**config.mk**
```make
export PLATFORM = sky130hd
export DESIGN_NAME = demux1x5_buffered
export DESIGN_NICKNAME = d
export VERILOG_FILES = /design/src/rtl/demux1x5_buffered.sv
export SDC_FILE = /design/constraint.sdc
export NUM_CORES = 1
export LEC_CHECK = 0
export BUFFER_PORTS_ARGS = -buffer_cell sky130_fd_sc_hd__buf_2
export CAP_MARGIN = 5
export CORE_UTILIZATION = 51
export CTS_CLUSTER_DIAMETER = 40
export DETAILED_ROUTE_END_ITERATION = 10
export GPL_TIMING_DRIVEN = 0
export HOLD_SLACK_MARGIN = 0.08
export PLACE_DENSITY = 0.8
export SLEW_MARGIN = 10
export SYNTH_ARGS = -nofsm -noshare
export SYNTH_HDL_FRONTEND = slang
export SYNTH_SLANG_ARGS = --single-unit
```
**constraint.sdc**
```tcl
create_clock -name CLK -period 5.56 [get_ports CLK]
set_input_delay 0.278 -clock CLK [delete_from_list [all_inputs] [get_ports CLK]]
set_output_delay 0.278 -clock CLK [all_outputs]
set_load 0.05 [all_outputs]
```
**src/rtl/demux1x5_buffered.sv**
```systemverilog
// Buffered 1-to-5 router: one source beat is steered by a 3-bit select into one of
// five one-entry holding registers, each with its own valid/ready handshake.
// Beats whose select decodes to no destination are consumed, flagged for one cycle
// and counted in a saturating counter.
module demux1x5_buffered #(
  parameter int unsigned WIDTH = 32,
  parameter int unsigned CNT_W = 8
) (
  input  logic             CLK,
  input  logic             RESET,
  input  logic [WIDTH-1:0] in_data,
  input  logic [2:0]       in_select,
  input  logic             in_valid,
  output logic             in_ready,
  output logic [WIDTH-1:0] out1,
  output logic [WIDTH-1:0] out2,
  output logic [WIDTH-1:0] out3,
  output logic [WIDTH-1:0] out4,
  output logic [WIDTH-1:0] out5,
  output logic [4:0]       out_valid,
  input  logic [4:0]       out_ready,
  output logic             sel_err,
  output logic [CNT_W-1:0] drop_cnt
);

  localparam int unsigned NUM_DEST = 5;

  // Holding registers, one per destination
  logic [WIDTH-1:0]    data_q [NUM_DEST];
  logic [WIDTH-1:0]    data_d [NUM_DEST];
  logic [NUM_DEST-1:0] valid_q;
  logic [NUM_DEST-1:0] valid_d;

  // Drop reporting
  logic                sel_err_q;
  logic                sel_err_d;
  logic [CNT_W-1:0]    drop_cnt_q;
  logic [CNT_W-1:0]    drop_cnt_d;

  // Per-cycle decode
  logic [NUM_DEST-1:0] sel_onehot;
  logic [NUM_DEST-1:0] load;
  logic [NUM_DEST-1:0] drain;
  logic                accept;
  logic                drop;

  // Select decode; an out-of-range select yields an all-zero one-hot vector.
  always_comb begin
    sel_onehot = '0;
    for (int unsigned k = 0; k < NUM_DEST; k++) begin
      sel_onehot[k] = (in_select == 3'(k));
    end
  end

  // Ready depends only on the addressed slot, never on in_valid. With no valid
  // destination the mask is empty, so invalid beats are always accepted. During
  // reset valid_q is zero, which keeps in_ready high.
  always_comb begin
    in_ready = ~|(sel_onehot & valid_q & ~out_ready);
    accept   = in_valid & in_ready;
    load     = {NUM_DEST{accept}} & sel_onehot;
    drain    = valid_q & out_ready;
    drop     = accept & ~|sel_onehot;
  end

  // Next state of each slot: load wins over drain so a full slot can be refilled
  // in the same cycle it empties; a plain drain keeps the last data.
  always_comb begin
    valid_d = valid_q;
    for (int unsigned k = 0; k < NUM_DEST; k++) begin
      data_d[k] = data_q[k];
      if (load[k]) begin
        data_d[k]  = in_data;
        valid_d[k] = 1'b1;
      end else if (drain[k]) begin
        valid_d[k] = 1'b0;
      end
    end
  end

  // Next state of the drop flag and saturating drop counter
  always_comb begin
    sel_err_d  = drop;
    drop_cnt_d = drop_cnt_q;
    if (drop && (drop_cnt_q != '1)) begin
      drop_cnt_d = drop_cnt_q + 1'b1;
    end
  end

  // Slot registers with asynchronous reset
  always_ff @(posedge CLK or posedge RESET) begin
    if (RESET) begin
      valid_q <= '0;
      for (int unsigned k = 0; k < NUM_DEST; k++) begin
        data_q[k] <= '0;
      end
    end else begin
      valid_q <= valid_d;
      for (int unsigned k = 0; k < NUM_DEST; k++) begin
        data_q[k] <= data_d[k];
      end
    end
  end

  // Drop flag and counter registers with asynchronous reset
  always_ff @(posedge CLK or posedge RESET) begin
    if (RESET) begin
      sel_err_q  <= 1'b0;
      drop_cnt_q <= '0;
    end else begin
      sel_err_q  <= sel_err_d;
      drop_cnt_q <= drop_cnt_d;
    end
  end

  assign out1      = data_q[0];
  assign out2      = data_q[1];
  assign out3      = data_q[2];
  assign out4      = data_q[3];
  assign out5      = data_q[4];
  assign out_valid = valid_q;
  assign sel_err   = sel_err_q;
  assign drop_cnt  = drop_cnt_q;

endmodule

```
; ---- Yosys cells after proc, flatten, opt, wreduce, memory -nomap -nowiden
; Index checks and enable logic that the tools add are counted.
[totals]
ff_bits = 174
latch_bits = 0
mem_bits_rw = 0
romBits = 0
inputBits = 43
output_inout_bits = 175
word_cells = 46
n_memories = 0
[classes]
addsub = 1
n_mul = 0
div = 0
order_cmp = 0
eq_ne = 5
shift = 0
muxes = 10
n_bitwise = 7
reduce_logical = 11
[ops]
columns = op, count
row1 = AND 5 bit, 4
row2 = two-way mux 1 bit, 10
row3 = nonzero test 2 bit, 5
row4 = OR reduction 5 bit, 2
row5 = adder 8 x 1 -> 8 bit (second input constant), 1
row6 = inequality test 8 bit (second input constant), 1
row7 = equality test 3 x 2 -> 1 bit (second input constant), 2
row8 = NOT 5 bit, 1
row9 = equality test 3 x 1 -> 1 bit (second input constant), 1
row10 = equality test 3 bit (second input constant), 1
row11 = zero test 3 bit, 1
row12 = AND 1 bit, 2
row13 = zero test 1 bit, 2
row14 = logical AND 1 bit, 1

; ---- Depth between registers and ports, before layout
[logic_depth]
word_depth = 8
depth_mapped = 6
mapped_depth_nobuf = 4

; ---- Least setup slack after synthesis
; No wires, ideal clock.
[synth_timing]
kind = flip-flop to output port
startpoint = register valid_q[3] (netlist: out_valid[3])
endpoint = output in_ready
arrival_time_ns = 1.662
slack_ns = 3.620
path_stages_with_launch = 4
path_buffers = 0
cell_sequence = dfrtp_1 -> nand2b_1 -> mux4_2 -> o32a_1
[synth_between]
elab_chain_cells = 4
[synth_rtl]
columns = element, line_no
row1 = "start, declared", 31  ; logic [NUM_DEST-1:0] valid_q;
row2 = "start signal, assigned", 98  ; valid_q <= valid_d;
row3 = AND 5 bit (2 in series), 59  ; in_ready = ~|(sel_onehot & valid_q & ~out_ready);
row4 = OR reduction 5 bit, 59
row5 = zero test 1 bit, 59
row6 = "end, declared", 14  ; output logic in_ready,
; Every way passes these cells.

; ---- Worst setup path after layout
[layout_timing]
startpoint = register valid_q[2] (netlist: out_valid[2])
endpoint = output in_ready
; Same word-level chain as after synthesis.

==> out/results.tsv <==
metric	value	unit
worst_ir_drop_vdd	0.375	mV
post-route-drc-count	0	
period_share	37.4	%
critical-path-top-delay-family	multiplexers	
ant_nets	0	
wirelength	15600	µm
nets	687	
cts.hold.buffers_added	1	
cp.required	5.28	ns
drv_slew	0	
max_buffers_root_to_sink	2	
result_of_the_run	completed	
via_count	4308	
track_usage	23.8	%
floorplan.initialDensity	52.2	%
net-switching-power	1.94	mW
die_x	118	µm
power.clock.fraction	26.7	%
floorplan.io_pins	218	
grt_max_degree	112	
drt-wirelength-per-cell	18.7	µm
cts_made_buffers	17	
finalSetupTns	0	ns
worst_hold_path.num_cells	2	
cp_data_arrival_time	1.80	ns
final-hold-violation-count	0	
synth.yosys.seq_area_share	63.3	%
rows	42	
router_iterations_before_antenna_repair	4	
power.sequential.fraction	36.1	%
timing.slew.headroom	63.5	%
clock_skew	0.00712	ns
finalWorstPathRequiredPeriod	2.08	ns
crit_fanout	3	
number_of_instances_in_the_synthesized_netlist	407	
ys.flop_type	sky130_fd_sc_hd__dfrtp_1	
critPathLaunchType	flip-flop	
cp_slowest_cell	sky130_fd_sc_hd__mux4_2	
async_reset_ff_share	100	%
worst_hold_slack	0.130	ns
antenna_violations_before_repair	0	
vertical_die_dimension	118	µm
worst_r2r_startpoint	drop_cnt[0]	
post_synthesis_net_count	451	
cts.repair.resized	0	
place.port_buffers	215	
synth.yosys.warnings	0	
finalSetupViolCount	0	
synth.avg_cell_area	16.9	µm²
p_comb_share	37.2	%
kind_of_critical_path	reg -> out	
num_antenna_cells	0	
netlist_cell_types	34	
whs_endpoint	out_valid[1]	
share_of_layout_cells_above_drive_strength_1	66.0	%
setup.reg_to_reg.worst_slack	3.74	ns
power_report.internal_total	2.79	mW
cts_max_level	4	
reg2reg_depth	5	
first_global_vias	4593	
timing.hold.worst.start	in_select[2]	
cts_root_buf	sky130_fd_sc_hd__clkbuf_16	
mappedNetlistArea	0.00688	mm²
initialDrtViolationCount	204	
globalRouteOverflowTotal	0	
count_of_flip_flops_with_a_built_in_enable_after_synthesis	0	
grt_first_pass_wirelength	25100	µm
tightest_slew	0.547	ns
design.die.area	0.0140	mm²
area_growth_syn_to_layout	28.7	%
fmax	0.481	GHz
tritoncts_clock_tree	yes	
postCtsSetupRepairBufs	0	
placeable_core_region	0.0132	mm²
power.static_leakage	4.44	nW
worst_setup_path_end_kind	primary output	
worstPathBufferInverterCount	1	
vias_per_cell	5.18	
critPathMaxStageDelay	0.49	ns
clock-sinks	174	
holdCritPathClass	in -> reg	
path_cells	nand2b_1 > mux4_2 > o32a_1 > buf_2	
sw_ratio	41.0	%
pwr_density_cell	535	mW/mm²
dpl.hpwl	11000	µm
clk_transition_reported_paths	0.06	ns
maxCapViolCount	0	
num-fill-cells	955	
clock_insertion_delay_worst_skew	0.42	ns
flop_and_latch_count_out_of_synthesis	174	
rr_endpoint	drop_cnt[1]	
grt_setup_unrepaired	false	
gp_routability_congestion	0.762	
[flip-flops by register name, summed over array words and instances, names as in the netlist]
| register | cells |
|---|---|
| out5 | 32 |
| out_valid | 5 |
| out3 | 32 |
| drop_cnt | 8 |
| out4 | 32 |
| sel_err | 1 |
| out2 | 32 |
| out1 | 32 |
[routing by layer]
layer,global-route usage (%),up-vias,routed length [µm]
met1,30.8,2202,6770
met2,38.1,165,7580
met3,7.29,22,1010
met5,0,-,0
li1,-,1919,-
met4,7.93,0,225
[cell type report]
cell class	count	area, µm²	area share, %
Clock inverter	10	159	1.79
Multi-Input combinational cell	211	2330	26.3
Sequential cell	174	4350	49.2
Inverter	2	15.0	0.170
Buffer	20	193	2.18
Timing Repair Buffer	217	1110	12.6
Clock buffer	22	474	5.35
Tap cell	176	220	2.49
[per-stage QoR]
stage                     instances  instance area [µm²]  power [mW]  setup slack [ns]  util [%]
after floorplan                 407                 6880        3.06             0.565         -
after global placement          798                 8180        3.44            -0.887      62.0
after detailed placement        799                 8210        3.50              3.77      62.3
after CTS                       832                 8860        4.77              3.45      67.2
after global routing            832                 8860        4.91              3.40      67.2
final                           832                 8860        4.74              3.48      67.2
[kinds of logic after synthesis]
logic type               after synthesis  synth area share [%]
flip-flops                           174                  63.3
multiplexers                         166                  28.9
AND/OR/NAND/NOR                       34                  3.62
buffers and inverters                 22                  2.91
AO/OA/AOI/OAI                          9                  1.00
XOR/XNOR                               1                 0.127
adder cells (fa/ha/maj)                1                 0.182
[how the worst max path moves through the flow]
stage / start / endpoint / slack, ns / cells past startpoint
2_1_floorplan: RESET / drop_cnt[0] / 0.57 / 1
3_3_place_gp: RESET / out4[2] / -0.89 / 2
3_5_place_dp: drop_cnt[0] / drop_cnt[1] / 3.77 / 5
4_1_cts: out_valid[3] / in_ready / 3.45 / 4
5_1_grt: out_valid[2] / in_ready / 3.40 / 4
6_report: out_valid[2] / in_ready / 3.48 / 4
[cells in the final DEF (no fill, tap or decap), types with 2 or more instances in the layout]
master | Yosys | final
sky130_fd_sc_hd__nor2_1 | 2 | 2
sky130_fd_sc_hd__nand2_1 | 7 | 7
sky130_fd_sc_hd__mux2_1 | 6 | 6
sky130_fd_sc_hd__bufinv_16 | 0 | 4
sky130_fd_sc_hd__clkbuf_1 | 0 | 2
sky130_fd_sc_hd__buf_2 | 0 | 215
sky130_fd_sc_hd__mux2_4 | 29 | 29
sky130_fd_sc_hd__buf_4 | 7 | 7
sky130_fd_sc_hd__clkbuf_8 | 0 | 3
sky130_fd_sc_hd__o21ai_0 | 2 | 2
sky130_fd_sc_hd__nand3_1 | 4 | 4
sky130_fd_sc_hd__mux2_2 | 130 | 130
sky130_fd_sc_hd__buf_6 | 12 | 12
sky130_fd_sc_hd__nand4_1 | 3 | 3
sky130_fd_sc_hd__clkinvlp_4 | 0 | 2
sky130_fd_sc_hd__dfrtp_1 | 174 | 174
sky130_fd_sc_hd__clkbuf_16 | 0 | 17
sky130_fd_sc_hd__nand2b_1 | 7 | 7
sky130_fd_sc_hd__clkinv_2 | 0 | 3
sky130_fd_sc_hd__nand4b_4 | 2 | 2
[power groups by stage]
stage | sequential, mW | clock (mW) | combinational, mW
finish | 1.71 | 1.27 | 1.76
detailed placement | 1.73 | 0 | 1.77
global route | 1.74 | 1.35 | 1.82
global placement | 1.71 | 0 | 1.74
floorplan | 2.72 | 0 | 0.343
CTS | 1.71 | 1.28 | 1.77
[cells in the mapped netlist (2+ instances only)]
cell type	number	share of area (%)
sky130_fd_sc_hd__mux2_2	130	21
sky130_fd_sc_hd__mux2_1	6	0.98
sky130_fd_sc_hd__o21ai_0	2	0.15
sky130_fd_sc_hd__nand3_1	4	0.29
sky130_fd_sc_hd__nand4_1	3	0.27
sky130_fd_sc_hd__nand4b_4	2	0.69
sky130_fd_sc_hd__mux2_4	29	6.3
sky130_fd_sc_hd__nand2b_1	7	0.64
sky130_fd_sc_hd__nor2_1	2	0.11
sky130_fd_sc_hd__nand2_1	7	0.38
sky130_fd_sc_hd__inv_1	2	0.11
sky130_fd_sc_hd__dfrtp_1	174	63
sky130_fd_sc_hd__buf_6	12	2.0
sky130_fd_sc_hd__buf_4	7	0.76
Power figures use the tool's default switching activity.
